**config.mk**
```make
export PLATFORM = sky130hd
export DESIGN_NAME = uart_rx_cfg
export DESIGN_NICKNAME = d
export VERILOG_FILES = /design/src/rtl/uart_rx_cfg.sv
export SDC_FILE = /design/constraint.sdc
export NUM_CORES = 1
export LEC_CHECK = 0
export CAP_MARGIN = 0
export CORE_ASPECT_RATIO = 0.7
export CORE_UTILIZATION = 59
export DETAILED_ROUTE_END_ITERATION = 12
export GPL_TIMING_DRIVEN = 0
export PLACE_DENSITY = 0.81
export SYNTH_ARGS = -nofsm -noshare
export SYNTH_HDL_FRONTEND = slang
export SYNTH_SLANG_ARGS = --single-unit
```
**constraint.sdc**
```tcl
create_clock -name clk -period 3.9 [get_ports clk]
set_clock_uncertainty 0.2 [all_clocks]
set_input_delay 0.78 -clock clk [delete_from_list [all_inputs] [get_ports clk]]
set_output_delay 0.78 -clock clk [all_outputs]
set_load 0.02 [all_outputs]
```
**src/rtl/uart_rx_cfg.sv**
```systemverilog
// ---------------------------------------------------------------------------
// uart_rx_cfg : configurable UART receiver with status-carrying RX FIFO.
//
// The serial input is synchronised, framed by a bit-timer driven FSM,
// and each received character is written into a first-word-fall-through
// FIFO together with its parity, framing and break status.
//
// Ports
//   clk, rst            clock, asynchronous active-high reset
//   rx_pin_i            asynchronous serial input, idle high
//   rx_en_i             receiver enable (checked only when a frame starts)
//   baud_div_i          clk cycles per bit (>= 4)
//   data_bits_i         00=5, 01=6, 10=7, 11=8 data bits
//   parity_en_i         parity bit present
//   parity_odd_i        1 = odd parity, 0 = even parity
//   stop2_i             1 = two stop bits
//   rx_fifo_read_i      pop the head entry
//   rx_fifo_data_o      head character, right-justified
//   rx_parity_err_o     head entry parity error
//   rx_frame_err_o      head entry framing error
//   rx_break_o          head entry is a break
//   rx_fifo_empty_o     FIFO empty
//   rx_fifo_full_o      FIFO full
//   rx_fifo_count_o     FIFO occupancy, 0..DEPTH
//   rx_watermark_i      occupancy threshold
//   rx_fifo_mark_o      registered (count >= watermark)
//   overrun_o           sticky overrun, cleared by err_clr_i
//   err_clr_i           clears overrun_o (a same-cycle set wins)
//   rx_busy_o           receiver FSM not idle
//   dbg_state_o         current FSM state encoding
//
// FIFO handshake: the head entry is valid whenever rx_fifo_empty_o is 0;
// a pop happens on a clock edge where rx_fifo_read_i=1 and the FIFO is not
// empty. A read while empty is ignored. The receive side has no
// back-pressure: a push into a full FIFO with no pop that cycle is dropped
// and raises overrun_o.
// ---------------------------------------------------------------------------
module uart_rx_cfg #(
   parameter int DEPTH  = 8,
   parameter int BAUD_W = 16,
   localparam int AW    = $clog2(DEPTH),
   localparam int CW    = AW + 1
) (
   input  logic              clk,
   input  logic              rst,
   input  logic              rx_pin_i,
   input  logic              rx_en_i,
   input  logic [BAUD_W-1:0] baud_div_i,
   input  logic [1:0]        data_bits_i,
   input  logic              parity_en_i,
   input  logic              parity_odd_i,
   input  logic              stop2_i,
   input  logic              rx_fifo_read_i,
   output logic [7:0]        rx_fifo_data_o,
   output logic              rx_parity_err_o,
   output logic              rx_frame_err_o,
   output logic              rx_break_o,
   output logic              rx_fifo_empty_o,
   output logic              rx_fifo_full_o,
   output logic [CW-1:0]     rx_fifo_count_o,
   input  logic [CW-1:0]     rx_watermark_i,
   output logic              rx_fifo_mark_o,
   output logic              overrun_o,
   input  logic              err_clr_i,
   output logic              rx_busy_o,
   output logic [2:0]        dbg_state_o
);

   typedef enum logic [2:0] {
      S_IDLE       = 3'd0,
      S_START      = 3'd1,
      S_DATA       = 3'd2,
      S_PARITY     = 3'd3,
      S_STOP       = 3'd4,
      S_BREAK_WAIT = 3'd5
   } state_t;

   state_t state_q, state_d;

   // ---------------- synchroniser ----------------
   logic sync1_q, sync2_q;
   logic rxs;

   always_ff @(posedge clk or posedge rst) begin
      if (rst) begin
         sync1_q <= 1'b1;
         sync2_q <= 1'b1;
      end else begin
         sync1_q <= rx_pin_i;
         sync2_q <= sync1_q;
      end
   end

   assign rxs = sync2_q;

   // ---------------- frame datapath registers ----------------
   logic [BAUD_W-1:0] cnt_q;
   logic [1:0]        len_q;
   logic              pen_q, podd_q, stop2_q;
   logic [7:0]        shift_q;
   logic [2:0]        bit_cnt_q;
   logic              par_bit_q;
   logic              stop_cnt_q;
   logic              stop0_q;
   logic              frame_err_q;
   logic              push_q;
   logic [10:0]       entry_q;

   logic smp_mid, smp_end;
   logic last_data;
   logic first_stop;
   logic frame_brk;

   assign smp_mid   = (cnt_q == (baud_div_i >> 1));
   assign smp_end   = (cnt_q == (baud_div_i - 1'b1));
   assign last_data = (bit_cnt_q == ({1'b0, len_q} + 3'd4));
   // First stop bit: live sample while taking it, stored value afterwards.
   assign first_stop = stop_cnt_q ? stop0_q : rxs;
   assign frame_brk  = (shift_q == 8'h00) && !(pen_q && par_bit_q) && !first_stop;

   // ---------------- FSM: state register ----------------
   always_ff @(posedge clk or posedge rst) begin
      if (rst) state_q <= S_IDLE;
      else     state_q <= state_d;
   end

   // ---------------- FSM: next state ----------------
   always_comb begin
      state_d = state_q;
      case (state_q)
         S_IDLE: begin
            if (rx_en_i && !rxs) state_d = S_START;
         end
         S_START: begin
            if (smp_mid) state_d = rxs ? S_IDLE : S_DATA;
         end
         S_DATA: begin
            if (smp_end && last_data) state_d = pen_q ? S_PARITY : S_STOP;
         end
         S_PARITY: begin
            if (smp_end) state_d = S_STOP;
         end
         S_STOP: begin
            if (smp_end && (!stop2_q || stop_cnt_q))
               state_d = frame_brk ? S_BREAK_WAIT : S_IDLE;
         end
         S_BREAK_WAIT: begin
            if (rxs) state_d = S_IDLE;
         end
         default: state_d = S_IDLE;
      endcase
   end

   // ---------------- FSM: outputs / datapath controls ----------------
   logic load_cfg, cnt_clr, shift_en, par_smp, stop_smp, stop_last;

   always_comb begin
      load_cfg  = 1'b0;
      cnt_clr   = 1'b0;
      shift_en  = 1'b0;
      par_smp   = 1'b0;
      stop_smp  = 1'b0;
      stop_last = 1'b0;
      case (state_q)
         S_IDLE: begin
            cnt_clr  = 1'b1;
            load_cfg = rx_en_i && !rxs;
         end
         S_START: cnt_clr = smp_mid;
         S_DATA: begin
            cnt_clr  = smp_end;
            shift_en = smp_end;
         end
         S_PARITY: begin
            cnt_clr = smp_end;
            par_smp = smp_end;
         end
         S_STOP: begin
            cnt_clr   = smp_end;
            stop_smp  = smp_end;
            stop_last = smp_end && (!stop2_q || stop_cnt_q);
         end
         S_BREAK_WAIT: cnt_clr = 1'b1;
         default: cnt_clr = 1'b1;
      endcase
   end

   assign rx_busy_o   = (state_q != S_IDLE);
   assign dbg_state_o = state_q;

   // Character as it will be stored: shifted in at bit 7, so shorter
   // characters need moving down by (8 - length).
   logic [1:0] rj_sh;
   logic [7:0] char_rj;
   logic       perr_calc;
   logic       ferr_calc;

   assign rj_sh     = 2'd3 - len_q;
   assign char_rj   = shift_q >> rj_sh;
   assign perr_calc = pen_q && ((^shift_q) ^ par_bit_q ^ podd_q);
   assign ferr_calc = frame_err_q || !rxs;

   always_ff @(posedge clk or posedge rst) begin
      if (rst) begin
         cnt_q       <= '0;
         len_q       <= 2'd0;
         pen_q       <= 1'b0;
         podd_q      <= 1'b0;
         stop2_q     <= 1'b0;
         shift_q     <= 8'h00;
         bit_cnt_q   <= 3'd0;
         par_bit_q   <= 1'b0;
         stop_cnt_q  <= 1'b0;
         stop0_q     <= 1'b1;
         frame_err_q <= 1'b0;
         push_q      <= 1'b0;
         entry_q     <= 11'h000;
      end else begin
         cnt_q  <= cnt_clr ? '0 : cnt_q + 1'b1;
         push_q <= stop_last;
         if (load_cfg) begin
            len_q       <= data_bits_i;
            pen_q       <= parity_en_i;
            podd_q      <= parity_odd_i;
            stop2_q     <= stop2_i;
            shift_q     <= 8'h00;
            bit_cnt_q   <= 3'd0;
            par_bit_q   <= 1'b0;
            stop_cnt_q  <= 1'b0;
            stop0_q     <= 1'b1;
            frame_err_q <= 1'b0;
         end
         if (shift_en) begin
            shift_q   <= {rxs, shift_q[7:1]};
            bit_cnt_q <= bit_cnt_q + 3'd1;
         end
         if (par_smp) par_bit_q <= rxs;
         if (stop_smp) begin
            stop_cnt_q  <= 1'b1;
            frame_err_q <= ferr_calc;
            if (!stop_cnt_q) stop0_q <= rxs;
         end
         if (stop_last) begin
            // Entry layout: {break, frame_err, parity_err, data[7:0]}
            entry_q <= {frame_brk, ferr_calc, perr_calc, frame_brk ? 8'h00 : char_rj};
         end
      end
   end

   // ---------------- RX FIFO ----------------
   logic [10:0]   mem_q [DEPTH];
   logic [AW-1:0] wptr_q, rptr_q;
   logic [CW-1:0] count_q;
   logic          mark_q, overrun_q;
   logic          empty, full, pop, push_ok, ovr_set;
   logic [10:0]   head;

   assign empty   = (count_q == '0);
   assign full    = (count_q == CW'(DEPTH));
   assign pop     = rx_fifo_read_i && !empty;
   // A full FIFO still accepts a push when a pop frees a slot in the same cycle.
   assign push_ok = push_q && (!full || pop);
   assign ovr_set = push_q && full && !pop;
   assign head    = mem_q[rptr_q];

   always_ff @(posedge clk) begin
      if (push_ok) mem_q[wptr_q] <= entry_q;
   end

   always_ff @(posedge clk or posedge rst) begin
      if (rst) begin
         wptr_q    <= '0;
         rptr_q    <= '0;
         count_q   <= '0;
         mark_q    <= 1'b0;
         overrun_q <= 1'b0;
      end else begin
         if (push_ok) wptr_q <= wptr_q + 1'b1;
         if (pop)     rptr_q <= rptr_q + 1'b1;
         case ({push_ok, pop})
            2'b10:   count_q <= count_q + 1'b1;
            2'b01:   count_q <= count_q - 1'b1;
            default: count_q <= count_q;
         endcase
         mark_q <= (count_q >= rx_watermark_i);
         if (ovr_set)        overrun_q <= 1'b1;
         else if (err_clr_i) overrun_q <= 1'b0;
      end
   end

   assign rx_fifo_empty_o = empty;
   assign rx_fifo_full_o  = full;
   assign rx_fifo_count_o = count_q;
   assign rx_fifo_mark_o  = mark_q;
   assign overrun_o       = overrun_q;
   assign rx_fifo_data_o  = empty ? 8'h00 : head[7:0];
   assign rx_parity_err_o = !empty && head[8];
   assign rx_frame_err_o  = !empty && head[9];
   assign rx_break_o      = !empty && head[10];

endmodule

```
==> flow_summary.rst, run 1 <==
.. list-table::
   :header-rows: 1

   * - Metric
     - Value
   * - Post-Syn Area per Cell
     - 12.4 sq um
   * - Clock buffer depth
     - 2
   * - Number of max-cap violations
     - 0
   * - Min-Delay Path Depth
     - 0
   * - Final period demand of the worst path
     - 3.85 ns
   * - WL/cell
     - 19.7 um
   * - Most frequently used flop master after synthesis
     - sky130_fd_sc_hd__edfxtp_1
   * - Final Cycle Share
     - 98.6%
   * - Number of nets in the final layout
     - 739
   * - Setup repair after global routing missed its margin
     - no
   * - Class of the tightest hold or removal check
     - reg2reg
   * - Element type at the critical path start
     - input pin
   * - Dominant cell by count in the synthesized netlist
     - sky130_fd_sc_hd__edfxtp_1
   * - Count of antenna diodes in the layout
     - 0
   * - Core utilization of the finished layout
     - 72.4%
   * - Startpoint of the most critical hold path
     - sync1_q$_DFF_PP1_
   * - Cell types with the largest area share after synthesis
     - sky130_fd_sc_hd__edfxtp_1 (35%), sky130_fd_sc_hd__dfrtp_1 (21%), sky130_fd_sc_hd__mux4_2 (7.7%), sky130_fd_sc_hd__xnor2_1 (5.1%), sky130_fd_sc_hd__nand2_1 (4.3%)
   * - Final hold slack
     - 0.165 ns
   * - Worst Hold End
     - rxs$_DFF_PP1_
   * - Synthesized net count
     - 658
   * - Start-to-end type of the worst setup path
     - in2reg
   * - R2R depth
     - 9
   * - Area of all placed cells without fillers
     - 9020 sq um
   * - Vias in the first global route
     - 5193
   * - Total design power
     - 4.67 mW
   * - Worst setup slack before clock tree synthesis
     - -0.930 ns
   * - Slowest cell delay on critical path
     - 0.60 ns
   * - TritonRoute pass-1 iters
     - 5
   * - Antenna violation net count after detailed routing
     - 0
   * - Number of distinct library cell variants in the gate-level netlist after synthesis
     - 62
   * - Initial core utilization
     - 60.6%
   * - Worst-case register-to-register setup slack
     - 0.50 ns
   * - Gpl congestion
     - 0.941
   * - Final hold violation count
     - 0
   * - Final Max Tran Viols
     - 0
   * - Fraction of registers with async set/reset
     - 42.5%
   * - Total die area
     - 13300 sq um
   * - Worst-path cell chain
     - dlygate4sd2_1, inv_1, ha_2, nor3b_4, a21oi_1, or4_1, a2111o_1, or4_4, a221oi_4, buf_4, buf_6, nor2_2
   * - Number of vias in the routed layout
     - 5207
   * - Global-route wire length before repair
     - 27.9 mm
   * - Post-synthesis cell type with the largest combined area
     - sky130_fd_sc_hd__edfxtp_1
   * - Synthesized instance count
     - 611
   * - Total global routing track utilization
     - 28.5%
   * - Num Clock Sinks
     - 153
   * - Avg Vias per Cell
     - 6.01
   * - Clock-pin slew on the worst setup and hold paths
     - 0.07 ns
   * - Worst setup path start
     - baud_div_i[1]
   * - Worst-case setup margin in the final layout
     - 0.0538 ns
   * - Required time at the worst-slack endpoint
     - 4.01 ns
   * - TritonCTS clock tree
     - yes
   * - Max-slew headroom at the worst pin
     - 22.3%
   * - Die width
     - 137 um
   * - H-tree levels
     - 4
   * - Number of DRC markers in iteration 0
     - 458
   * - Fraction of final layout cells sized beyond drive strength 1
     - 17.0%
   * - Transition at the pin with the smallest max-transition slack
     - 1.16 ns
   * - Endpoint kind of the worst setup timing path
     - flip-flop
   * - Clock root cell
     - sky130_fd_sc_hd__clkbuf_16
   * - Startpoint of the lowest-slack register-to-register path
     - cnt_q[4]$_DFF_PP0_
   * - Maximum vdd drop
     - 0.401 mV
   * - Sequential cell area fraction in the yosys report
     - 56.5%
   * - Wirelength, routed
     - 17.0 mm
   * - Ranking of synthesized cells by instance count
     - sky130_fd_sc_hd__edfxtp_1 (88), sky130_fd_sc_hd__nand2_1 (86), sky130_fd_sc_hd__dfrtp_1 (62)
   * - Count of buffering cells on the critical path with inverters included
     - 4
   * - Leakage
     - 3.35 nW
   * - Total of fill cells in the finished design
     - 825
   * - IO Pins
     - 54
   * - Grt total ovfl
     - 0
   * - Number of buffers created by CTS
     - 17
   * - Pin count of the biggest net entering global routing
     - 45
   * - Clock latency at the later pin of the worst-skew pair
     - 0.43 ns
   * - Yosys warns
     - 0
   * - Cell family with most CP delay
     - simple AND/OR/NAND/NOR gates
   * - Area added between synthesis and finish
     - 19.4%
   * - Y dimension of the die
     - 96.7 um
   * - Count of flip-flops with a built-in enable after synthesis
     - 88
   * - Count of buffers inserted at the top-level ports
     - 49
   * - Total DRC errors in the routed layout
     - 0
   * - Area of the mapped netlist
     - 7560 sq um
   * - Result of the run
     - finished, final reports clean
   * - Placed instance area
     - 8350 sq um
   * - Cell type of the slowest stage on the worst timing path
     - sky130_fd_sc_hd__or4_4
   * - Site Rows
     - 34
   * - Fraction of post-synthesis cell area in the top cell type by area
     - 35.0%
   * - Number of antenna violations at the first check in global routing
     - 0
   * - Arrival time of the worst setup path
     - 3.96 ns
   * - Placeable core region
     - 12500 sq um
   * - Synthesis-stage register bit count
     - 153
   * - HPWL after detailed placement
     - 11.5 mm
   * - Reg2Reg Capture Point
     - cnt_q[13]$_DFF_PP0_
   * - Final setup violating endpoints
     - 0
   * - Maximum fanout along the worst path
     - 5
   * - Upper clock frequency limit
     - 260 MHz
   * - Cell area power density
     - 518 nW/um^2
==> layout make-up <==
cell class              count  area [sq um]  area share (%)
clock inverters            15           134            1.48
plain buffers              27           134            1.48
multi-input cells         401          3120            34.6
inverters                  29           109            1.21
clock buffers              17           425            4.72
flip-flops and latches    153          4270            47.4
repair buffers             63           624            6.92
well taps                 162           203            2.25
==> cells by family after synthesis <==
| group | share of synthesized area [%] |
|---|---|
| xor gates and xnor gates | 7.42 |
| adders and majority gates | 2.75 |
| muxes | 10.9 |
| AOI/OAI and AO/OA | 5.43 |
| and+or+nand+nor | 13.9 |
| buffers and inverters | 3.11 |
| DFF | 56.5 |
==> worst reg2reg max path: cells and delay by family, from the launching register on <==
| family | cells | cell delay (ns) |
|---|---|---|
| AO/OA/AOI/OAI | 3 | 0.84 |
| XOR/XNOR | 1 | 0.28 |
| buffers and inverters | 2 | 0.33 |
| flip-flops | 1 | 0.44 |
| AND/OR/NAND/NOR | 3 | 1.20 |
==> cell usage in the layout, fill, tap and decap left out, types with 5 or more instances in the layout <==
cell type | netlist | routed
sky130_fd_sc_hd__a21oi_1 | 10 | 10
sky130_fd_sc_hd__nand3_1 | 9 | 9
sky130_fd_sc_hd__and3_1 | 5 | 5
sky130_fd_sc_hd__buf_6 | 2 | 7
sky130_fd_sc_hd__nor2b_1 | 5 | 5
sky130_fd_sc_hd__nor2_2 | 10 | 10
sky130_fd_sc_hd__nand2_1 | 86 | 86
sky130_fd_sc_hd__mux4_2 | 26 | 26
sky130_fd_sc_hd__clkbuf_1 | 18 | 14
sky130_fd_sc_hd__xor2_1 | 20 | 20
sky130_fd_sc_hd__nor2_1 | 36 | 36
sky130_fd_sc_hd__nor3_1 | 12 | 8
sky130_fd_sc_hd__xnor2_1 | 44 | 44
sky130_fd_sc_hd__ha_1 | 15 | 14
sky130_fd_sc_hd__dfrtp_1 | 62 | 62
sky130_fd_sc_hd__mux2i_1 | 19 | 19
sky130_fd_sc_hd__nand4_1 | 9 | 9
sky130_fd_sc_hd__nand2b_1 | 9 | 9
sky130_fd_sc_hd__clkdlybuf4s50_1 | 0 | 46
sky130_fd_sc_hd__o21ai_1 | 4 | 5
sky130_fd_sc_hd__buf_4 | 1 | 10
sky130_fd_sc_hd__o21ai_0 | 23 | 22
sky130_fd_sc_hd__clkbuf_16 | 0 | 17
sky130_fd_sc_hd__edfxtp_1 | 88 | 88
sky130_fd_sc_hd__inv_1 | 29 | 28
sky130_fd_sc_hd__nor4_2 | 1 | 5
==> through the flow <==
step | TNS, ns | cells
after global placement | -32.04 | 822
final | 0 | 867
after floorplan | 0 | 611
after CTS | 0 | 866
after global routing | 0 | 867
after detailed placement | -33.50 | 828
==> registers in the layout, indices dropped and copies added, names as in the netlist, 2 cells and up <==
name and cells:
len_q 2, dbg_state_o 3, bit_cnt_q 3, rx_fifo_count_o 4, entry_q 11, cnt_q 16
rptr_q 3, shift_q 8, wptr_q 3, mem_q 88
==> where the power goes <==
group	leakage, nW	switching (mW)	internal (mW)
clock	0.268	0.728	0.838
combinational	1.53	0.624	0.543
sequential	1.55	0.141	1.79
==> repair_timing <==
| item | in CTS | in global routing |
|---|---|---|
| endpoints found under the setup margin | 54 | 43 |
| buffers inserted | 5 | 2 |
| hold buffers | 0 | 0 |
| cloned | 1 | 0 |
| pin swaps | 2 | 2 |
| resized for setup | 18 | 9 |
==> how the worst max path moves through the flow <==
| stage | slack [ns] | endpoint | depth (start not counted) |
|---|---|---|---|
| global route | 0.0002 | cnt_q[13]$_DFF_PP0_ | 12 |
| global placement | -0.83 | cnt_q[8]$_DFF_PP0_ | 11 |
| floorplan | 0.05 | cnt_q[13]$_DFF_PP0_ | 10 |
| finish | 0.05 | cnt_q[13]$_DFF_PP0_ | 12 |
| CTS | 0.02 | rx_fifo_data_o[4] | 6 |
| detailed placement | -0.93 | cnt_q[13]$_DFF_PP0_ | 11 |
==> metal layers <==
metal	vias up	share of wire, %	track usage (%)	wire length [um]
met2	238	48	44.8	8190
li1	2365	-	-	-
met4	0	1.7	8.71	292
met5	-	0	0	0
met3	33	7.5	7.65	1290
met1	2571	43	39.0	7280
Power figures use the tool's default switching activity.
==> inputs of run 2 (changes only) <==
--- a/config.mk
+++ b/config.mk
@@ -6,7 +6,8 @@
 export NUM_CORES = 1
 export LEC_CHECK = 0
 export CAP_MARGIN = 0
-export CORE_ASPECT_RATIO = 0.7
+export CORE_ASPECT_RATIO = 1.1
+export CORE_MARGIN = 10
 export CORE_UTILIZATION = 59
 export DETAILED_ROUTE_END_ITERATION = 12
 export GPL_TIMING_DRIVEN = 0
==> flow_summary.rst, run 2 (synthesis results as in run 1) <==
.. list-table::
   :header-rows: 1

   * - Metric
     - Value
   * - Result of the run
     - finished, final reports clean
   * - Total die area
     - 17700 sq um (+34%)
   * - Clock buffer depth
     - 2 (unchanged)
   * - Number of nets in the final layout
     - 740 (+0.14%)
   * - Slowest cell delay on critical path
     - 0.54 ns (-0.06 ns)
   * - Cell type of the slowest stage on the worst timing path
     - sky130_fd_sc_hd__or4_1
   * - Count of buffering cells on the critical path with inverters included
     - 3 (-1)
   * - Maximum vdd drop
     - 0.380 mV (-5.2%)
   * - Initial core utilization
     - 60.0% (-0.60 points)
   * - Leakage
     - 3.39 nW (+1.3%)
   * - Element type at the critical path start
     - input pin
   * - Cell area power density
     - 522 nW/um^2 (+0.78%)
   * - Total global routing track utilization
     - 19.0% (-9.5 points)
   * - Clock root cell
     - sky130_fd_sc_hd__clkbuf_16
   * - Count of antenna diodes in the layout
     - 0 (unchanged)
   * - Antenna violation net count after detailed routing
     - 0 (unchanged)
   * - Avg Vias per Cell
     - 5.87 (-2.2%)
   * - Final setup violating endpoints
     - 0 (unchanged)
   * - IO Pins
     - 54 (unchanged)
   * - Worst-path cell chain
     - dlygate4sd2_1, inv_1, ha_2, nor3b_4, a21oi_1, or4_1, a2111o_1, nor4_1, nand3_1, clkbuf_2, mux2_2
   * - Maximum fanout along the worst path
     - 10 (+5)
   * - Number of vias in the routed layout
     - 5070 (-2.6%)
   * - H-tree levels
     - 4 (unchanged)
   * - Count of buffers inserted at the top-level ports
     - 49 (unchanged)
   * - Class of the tightest hold or removal check
     - reg2reg
   * - Vias in the first global route
     - 5365 (+3.3%)
   * - Total DRC errors in the routed layout
     - 0 (unchanged)
   * - Endpoint kind of the worst setup timing path
     - flip-flop
   * - Cell family with most CP delay
     - simple AND/OR/NAND/NOR gates
   * - Start-to-end type of the worst setup path
     - in2reg
   * - Final hold violation count
     - 0 (unchanged)
   * - Fraction of final layout cells sized beyond drive strength 1
     - 17.0% (-0.024 points)
   * - Total design power
     - 4.73 mW (+1.4%)
   * - Area added between synthesis and finish
     - 20.1%
   * - WL/cell
     - 18.8 um (-4.5%)
   * - Final Max Tran Viols
     - 0 (unchanged)
   * - Required time at the worst-slack endpoint
     - 4.01 ns (about the same)
   * - Most frequent standard cell in the layout excluding fill and tap cells
     - sky130_fd_sc_hd__edfxtp_1
   * - Number of max-cap violations
     - 0 (unchanged)
   * - Area of all placed cells without fillers
     - 9080 sq um (+0.62%)
   * - Number of antenna violations at the first check in global routing
     - 0 (unchanged)
   * - Count of hold buffers inserted by post-cts repair
     - 0 (unchanged)
   * - Y dimension of the die
     - 139 um (+43%)
   * - Final Cycle Share
     - 97.5% (-1.1 points)
   * - Number of buffers created by CTS
     - 17 (unchanged)
   * - Top Registers
     - mem_q: 88 flops, cnt_q: 16 flops, entry_q: 11 flops
   * - Max-slew headroom at the worst pin
     - 13.2% (-9.1 points)
   * - Gpl congestion
     - 0.897 (-4.6%)
   * - Register with the most flip-flops
     - mem_q
   * - Site Rows
     - 43 (+26%)
   * - Wirelength, routed
     - 16.2 mm (-4.9%)
   * - Upper clock frequency limit
     - 263 MHz (+1.1%)
   * - Arrival time of the worst setup path
     - 3.91 ns (-0.05 ns)
   * - Global-route wire length before repair
     - 27.2 mm (-2.4%)
   * - TritonRoute pass-1 iters
     - 5 (unchanged)
   * - Final period demand of the worst path
     - 3.80 ns (-0.0420 ns)
   * - Grt total ovfl
     - 0 (unchanged)
   * - Clock-pin slew on the worst setup and hold paths
     - 0.07 ns (about the same)
   * - Number of DRC markers in iteration 0
     - 404 (-12%)
   * - Clock latency at the later pin of the worst-skew pair
     - 0.43 ns (about the same)
   * - TritonCTS clock tree
     - yes
   * - Total of fill cells in the finished design
     - 871 (+5.6%)
   * - Most frequent cells in the layout
     - sky130_fd_sc_hd__edfxtp_1 (88), sky130_fd_sc_hd__nand2_1 (86), sky130_fd_sc_hd__dfrtp_1 (62), sky130_fd_sc_hd__clkdlybuf4s50_1 (46), sky130_fd_sc_hd__xnor2_1 (44)
   * - Placeable core region
     - 12600 sq um (+1.0%)
   * - Placed instance area
     - 8340 sq um (-0.12%)
   * - Num Clock Sinks
     - 153 (unchanged)
   * - Die width
     - 128 um (-6.8%)
   * - Pin count of the biggest net entering global routing
     - 38 (-16%)
   * - Setup repair after global routing missed its margin
     - yes
   * - HPWL after detailed placement
     - 11.4 mm (-0.48%)
   * - Transition at the pin with the smallest max-transition slack
     - 1.30 ns (+0.136 ns)
   * - Number of flip-flops in the largest register
     - 88 (unchanged)
## run 2: cell types whose count changed in the layout (fill, tap and decap cells not counted), sizes merged
cell and delta:
clkinv -1, buf +2, clkbuf -1, inv +2
bufinv +1, clkinvlp -2
## run 2: cell type report
class | instances | area [sq um] | share of cell area, %
buffer | 26 | 129 | 1.42
clock buffer | 17 | 425 | 4.69
clock inverter | 15 | 179 | 1.97
inverter | 29 | 109 | 1.20
multi-input combinational | 401 | 3130 | 34.5
sequential | 153 | 4270 | 47.1
tap | 157 | 196 | 2.16
timing repair buffer | 65 | 636 | 7.00
## run 2: where the power goes
part           total [mW]  switching (mW)  internal, mW
Combinational        1.15           0.605         0.543
Sequential           1.94           0.146          1.79
Clock                1.65           0.728         0.917
Total                4.73            1.48          3.26
## run 2: final timing paths
check	from	end	slack, ns	cells after the start
min in group asynchronous	rst	rx_fifo_count_o[0]$_DFFE_PP0P_	0.63	2
max in group asynchronous	rst	stop0_q$_DFF_PP1_	2.18	3
setup reg to reg	cnt_q[3]$_DFF_PP0_	entry_q[7]$_DFFE_PP0P_	0.57	8
hold / removal	sync1_q$_DFF_PP1_	rxs$_DFF_PP1_	0.16	0
setup / recovery	baud_div_i[1]	entry_q[7]$_DFFE_PP0P_	0.1	11
hold reg to reg	sync1_q$_DFF_PP1_	rxs$_DFF_PP1_	0.16	0
## run 2: what timing repair did
item                                    CTS  global route
cloned                                    1             0
gates resized for setup                  18             5
endpoints found under the setup margin   54            28
setup buffers                             6             3
pin swaps                                 3             5
## run 2: per-layer routing
| layer | wire length [um] | part of all wire [%] | up-vias | global-route usage, % |
|---|---|---|---|---|
| met3 | 720 | 4.4 | 26 | 5.12 |
| met4 | 296 | 1.8 | 0 | 5.58 |
| met2 | 8610 | 53 | 135 | 32.6 |
| li1 | - | - | 2372 | - |
| met5 | 0 | 0 | - | 0 |
| met1 | 6580 | 41 | 2537 | 22.9 |
## run 2: stage by stage
step                      hold slack (ns)  instances  setup slack (ns)  setup TNS (ns)  utilization (%)
after floorplan                     0.145        611            0.0547               0                -
after global placement              0.146        817            -0.829          -32.65             65.5
after detailed placement            0.152        823            -0.952          -35.03             66.3
after CTS                           0.163        861            0.0738               0             71.7
after global routing                0.169        863           -0.0440          -0.144             72.1
final                               0.162        863            0.0958               0             72.1
==> inputs of run 3 (changes only) <==
--- a/config.mk
+++ b/config.mk
@@ -8,10 +8,11 @@
 export CAP_MARGIN = 0
 export CORE_ASPECT_RATIO = 1.1
 export CORE_MARGIN = 10
-export CORE_UTILIZATION = 59
+export CORE_UTILIZATION = 60
+export CTS_BUF_LIST = sky130_fd_sc_hd__clkbuf_4 sky130_fd_sc_hd__clkbuf_8
 export DETAILED_ROUTE_END_ITERATION = 12
 export GPL_TIMING_DRIVEN = 0
-export PLACE_DENSITY = 0.81
+export PLACE_DENSITY = 0.82
 export SYNTH_ARGS = -nofsm -noshare
 export SYNTH_HDL_FRONTEND = slang
 export SYNTH_SLANG_ARGS = --single-unit
==> flow_summary.rst, run 3 (synthesis results as in run 1) <==
.. list-table::
   :header-rows: 1

   * - Metric
     - Value
   * - Number of antenna violations at the first check in global routing
     - 0 (unchanged)
   * - Global-route wire length before repair
     - 25.7 mm (-5.6%)
   * - Avg Vias per Cell
     - 5.79 (-1.5%)
   * - Start-to-end type of the worst setup path
     - in2reg
   * - Arrival time of the worst setup path
     - 3.87 ns (-0.04 ns)
   * - HPWL after detailed placement
     - 11.2 mm (-2.1%)
   * - Final Cycle Share
     - 96.0% (-1.5 points)
   * - Core utilization of the finished layout
     - 72.6% (+0.49 points)
   * - Startpoint of the lowest-slack register-to-register path
     - cnt_q[3]$_DFF_PP0_
   * - Element type at the critical path start
     - input pin
   * - Leakage
     - 3.30 nW (-2.9%)
   * - Most frequent cells in the layout
     - sky130_fd_sc_hd__edfxtp_1 (88), sky130_fd_sc_hd__nand2_1 (86), sky130_fd_sc_hd__dfrtp_1 (62), sky130_fd_sc_hd__clkdlybuf4s50_1 (46), sky130_fd_sc_hd__xnor2_1 (44)
   * - Required time at the worst-slack endpoint
     - 4.02 ns (about the same)
   * - Reg2Reg Capture Point
     - cnt_q[11]$_DFF_PP0_
   * - Number of nets in the final layout
     - 738 (-0.27%)
   * - Transition at the pin with the smallest max-transition slack
     - 1.26 ns (-0.0372 ns)
   * - Antenna violation net count after detailed routing
     - 0 (unchanged)
   * - Met2 WL post-DR
     - 7.96 mm (-7.6%)
   * - Cell area power density
     - 477 nW/um^2 (-8.6%)
   * - Y dimension of the die
     - 138 um (-0.72%)
   * - Number of vias in the routed layout
     - 4964 (-2.1%)
   * - IO Pins
     - 54 (unchanged)
   * - Fraction of final layout cells sized beyond drive strength 1
     - 16.9% (-0.094 points)
   * - Max-slew headroom at the worst pin
     - 15.7% (+2.5 points)
   * - Number of flip-flops in the largest register
     - 88 (unchanged)
   * - Total design power
     - 4.22 mW (-11%)
   * - Worst-path cell chain
     - clkdlybuf4s50_1, nor4_4, and2_2, o311ai_0, a2111o_1, or4_4, a221oi_4, buf_4, a21oi_1
   * - Worst-case register-to-register setup slack
     - 0.53 ns (-0.04 ns)
   * - Area of all placed cells without fillers
     - 8850 sq um (-2.5%)
   * - TritonCTS clock tree
     - yes
   * - WL/cell
     - 18.1 um (-3.8%)
   * - # placed instances
     - 820 (-0.36%)
   * - Total DRC errors in the routed layout
     - 0 (unchanged)
   * - Wire length the detailed router placed on met1
     - 6.42 mm (-2.4%)
   * - Count of hold buffers inserted by post-cts repair
     - 0 (unchanged)
   * - Final hold violation count
     - 0 (unchanged)
   * - Number of DRC markers in iteration 0
     - 421 (+4.2%)
   * - Clock-pin slew on the worst setup and hold paths
     - 0.09 ns (+0.02 ns)
   * - Pin count of the biggest net entering global routing
     - 35 (-7.9%)
   * - Clock buffer depth
     - 2 (unchanged)
   * - Total die area
     - 17500 sq um (-1.4%)
   * - Most frequent standard cell in the layout excluding fill and tap cells
     - sky130_fd_sc_hd__edfxtp_1
   * - Count of buffers inserted at the top-level ports
     - 49 (unchanged)
   * - R2R depth
     - 8 (unchanged)
   * - H-tree levels
     - 4 (unchanged)
   * - Non-filler instance count after layout
     - 858 (-0.58%)
   * - Final Max Tran Viols
     - 0 (unchanged)
   * - Gpl congestion
     - 0.894 (-0.36%)
   * - Placed instance area
     - 8340 sq um (unchanged)
   * - Site Rows
     - 42 (-2.3%)
   * - Endpoint kind of the worst setup timing path
     - flip-flop
   * - Initial core utilization
     - 62.0% (+2.0 points)
   * - Setup repair after global routing missed its margin
     - no
   * - Clock root cell
     - sky130_fd_sc_hd__clkbuf_8
   * - Number of buffers created by CTS
     - 17 (unchanged)
   * - Total length of routed met3 wires
     - 903 um (+25%)
   * - Class of the tightest hold or removal check
     - reg2reg
   * - Maximum vdd drop
     - 0.422 mV (+11%)
   * - TritonRoute pass-1 iters
     - 5 (unchanged)
   * - Vias in the first global route
     - 5086 (-5.2%)
   * - Count of antenna diodes in the layout
     - 0 (unchanged)
   * - Die width
     - 127 um (-0.71%)
   * - Num Clock Sinks
     - 153 (unchanged)
   * - Final setup violating endpoints
     - 0 (unchanged)
   * - Total of fill cells in the finished design
     - 821 (-5.7%)
   * - Grt total ovfl
     - 0 (unchanged)
   * - Area added between synthesis and finish
     - 17.1%
   * - Clock latency at the later pin of the worst-skew pair
     - 0.44 ns (about the same)
   * - Placeable core region
     - 12200 sq um (-3.2%)
   * - Register with the most flip-flops
     - mem_q
   * - Worst setup path start
     - baud_div_i[6]
   * - Cell type of the slowest stage on the worst timing path
     - sky130_fd_sc_hd__or4_4
   * - Wirelength, routed
     - 15.5 mm (-4.4%)
   * - Highest metal layer with signal wires
     - met4
   * - Slowest cell delay on critical path
     - 0.60 ns (+0.06 ns)
   * - Upper clock frequency limit
     - 267 MHz (+1.6%)
   * - Top Registers
     - mem_q: 88 flops, cnt_q: 16 flops, entry_q: 11 flops
   * - Final period demand of the worst path
     - 3.74 ns (-0.0603 ns)
   * - Maximum fanout along the worst path
     - 6 (-4)
   * - Number of max-cap violations
     - 0 (unchanged)
   * - Crit path capture
     - cnt_q[11]$_DFF_PP0_
   * - Total global routing track utilization
     - 18.3% (-0.73 points)
   * - Result of the run
     - finished, final reports clean
-- run 3: changes by cell type in the layout (fill, tap and decap cells not counted), moves of 3 or more --
cell,change
sky130_fd_sc_hd__clkbuf_16,-17
sky130_fd_sc_hd__clkbuf_8,+17
sky130_fd_sc_hd__buf_4,-4
sky130_fd_sc_hd__inv_6,-4
sky130_fd_sc_hd__inv_8,+4
sky130_fd_sc_hd__buf_6,+3
sky130_fd_sc_hd__nor4_2,+3
-- run 3: stage by stage --
stage | hold WS, ns | setup WS, ns | TNS [ns]
detailed placement | 0.151 | -0.947 | -32.53
finish | 0.162 | 0.156 | 0
global route | 0.165 | 0.00111 | 0
floorplan | 0.145 | 0.0547 | 0
CTS | 0.164 | 0.0210 | 0
global placement | 0.148 | -0.882 | -32.80
-- run 3: how the worst min path moves through the flow --
stage / from / end / slack, ns / cells past startpoint
final: sync1_q$_DFF_PP1_ / rxs$_DFF_PP1_ / 0.16 / 0
after global routing: sync1_q$_DFF_PP1_ / rxs$_DFF_PP1_ / 0.17 / 0
after CTS: sync1_q$_DFF_PP1_ / rxs$_DFF_PP1_ / 0.16 / 0
after detailed placement: sync1_q$_DFF_PP1_ / rxs$_DFF_PP1_ / 0.15 / 0
after global placement: sync1_q$_DFF_PP1_ / rxs$_DFF_PP1_ / 0.15 / 0
after floorplan: sync1_q$_DFF_PP1_ / rxs$_DFF_PP1_ / 0.15 / 0
-- run 3: critical path, delay by kind of cell --
kind / cells / cell delay (ns)
simple gates: 3 / 1.26
compound gates: 4 / 1.09
buf+inv: 2 / 0.72
-- run 3: where the power goes --
part / switching (mW) / internal (mW)
clock network: 0.665 / 0.478
registers: 0.137 / 1.79
logic: 0.601 / 0.542
-- run 3: area by class of cell --
| cell class | count | area (sq um) | share of cell area, % |
|---|---|---|---|
| well taps | 154 | 193 | 2.18 |
| inverters | 29 | 109 | 1.23 |
| clock buffers | 17 | 234 | 2.64 |
| repair buffers | 63 | 642 | 7.25 |
| flip-flops and latches | 153 | 4270 | 48.3 |
| plain buffers | 26 | 129 | 1.46 |
| multi-input cells | 401 | 3120 | 35.2 |
| clock inverters | 15 | 151 | 1.71 |
-- run 3: what timing repair did --
action / 4_1_cts / 5_1_grt
gates resized for setup: 16 / 12
pin swaps: 3 / 3
endpoints found under the hold margin: 0 / 0
cloned: 0 / 1
buffers inserted: 5 / 2
setup endpoints to repair: 52 / 48
-- run 3: routing by layer --
| layer | track usage, % | vias up |
|---|---|---|
| li1 | - | 2357 |
| met1 | 21.5 | 2428 |
| met2 | 32.1 | 161 |
| met3 | 4.92 | 18 |
| met4 | 5.63 | 0 |
| met5 | 0 | - |
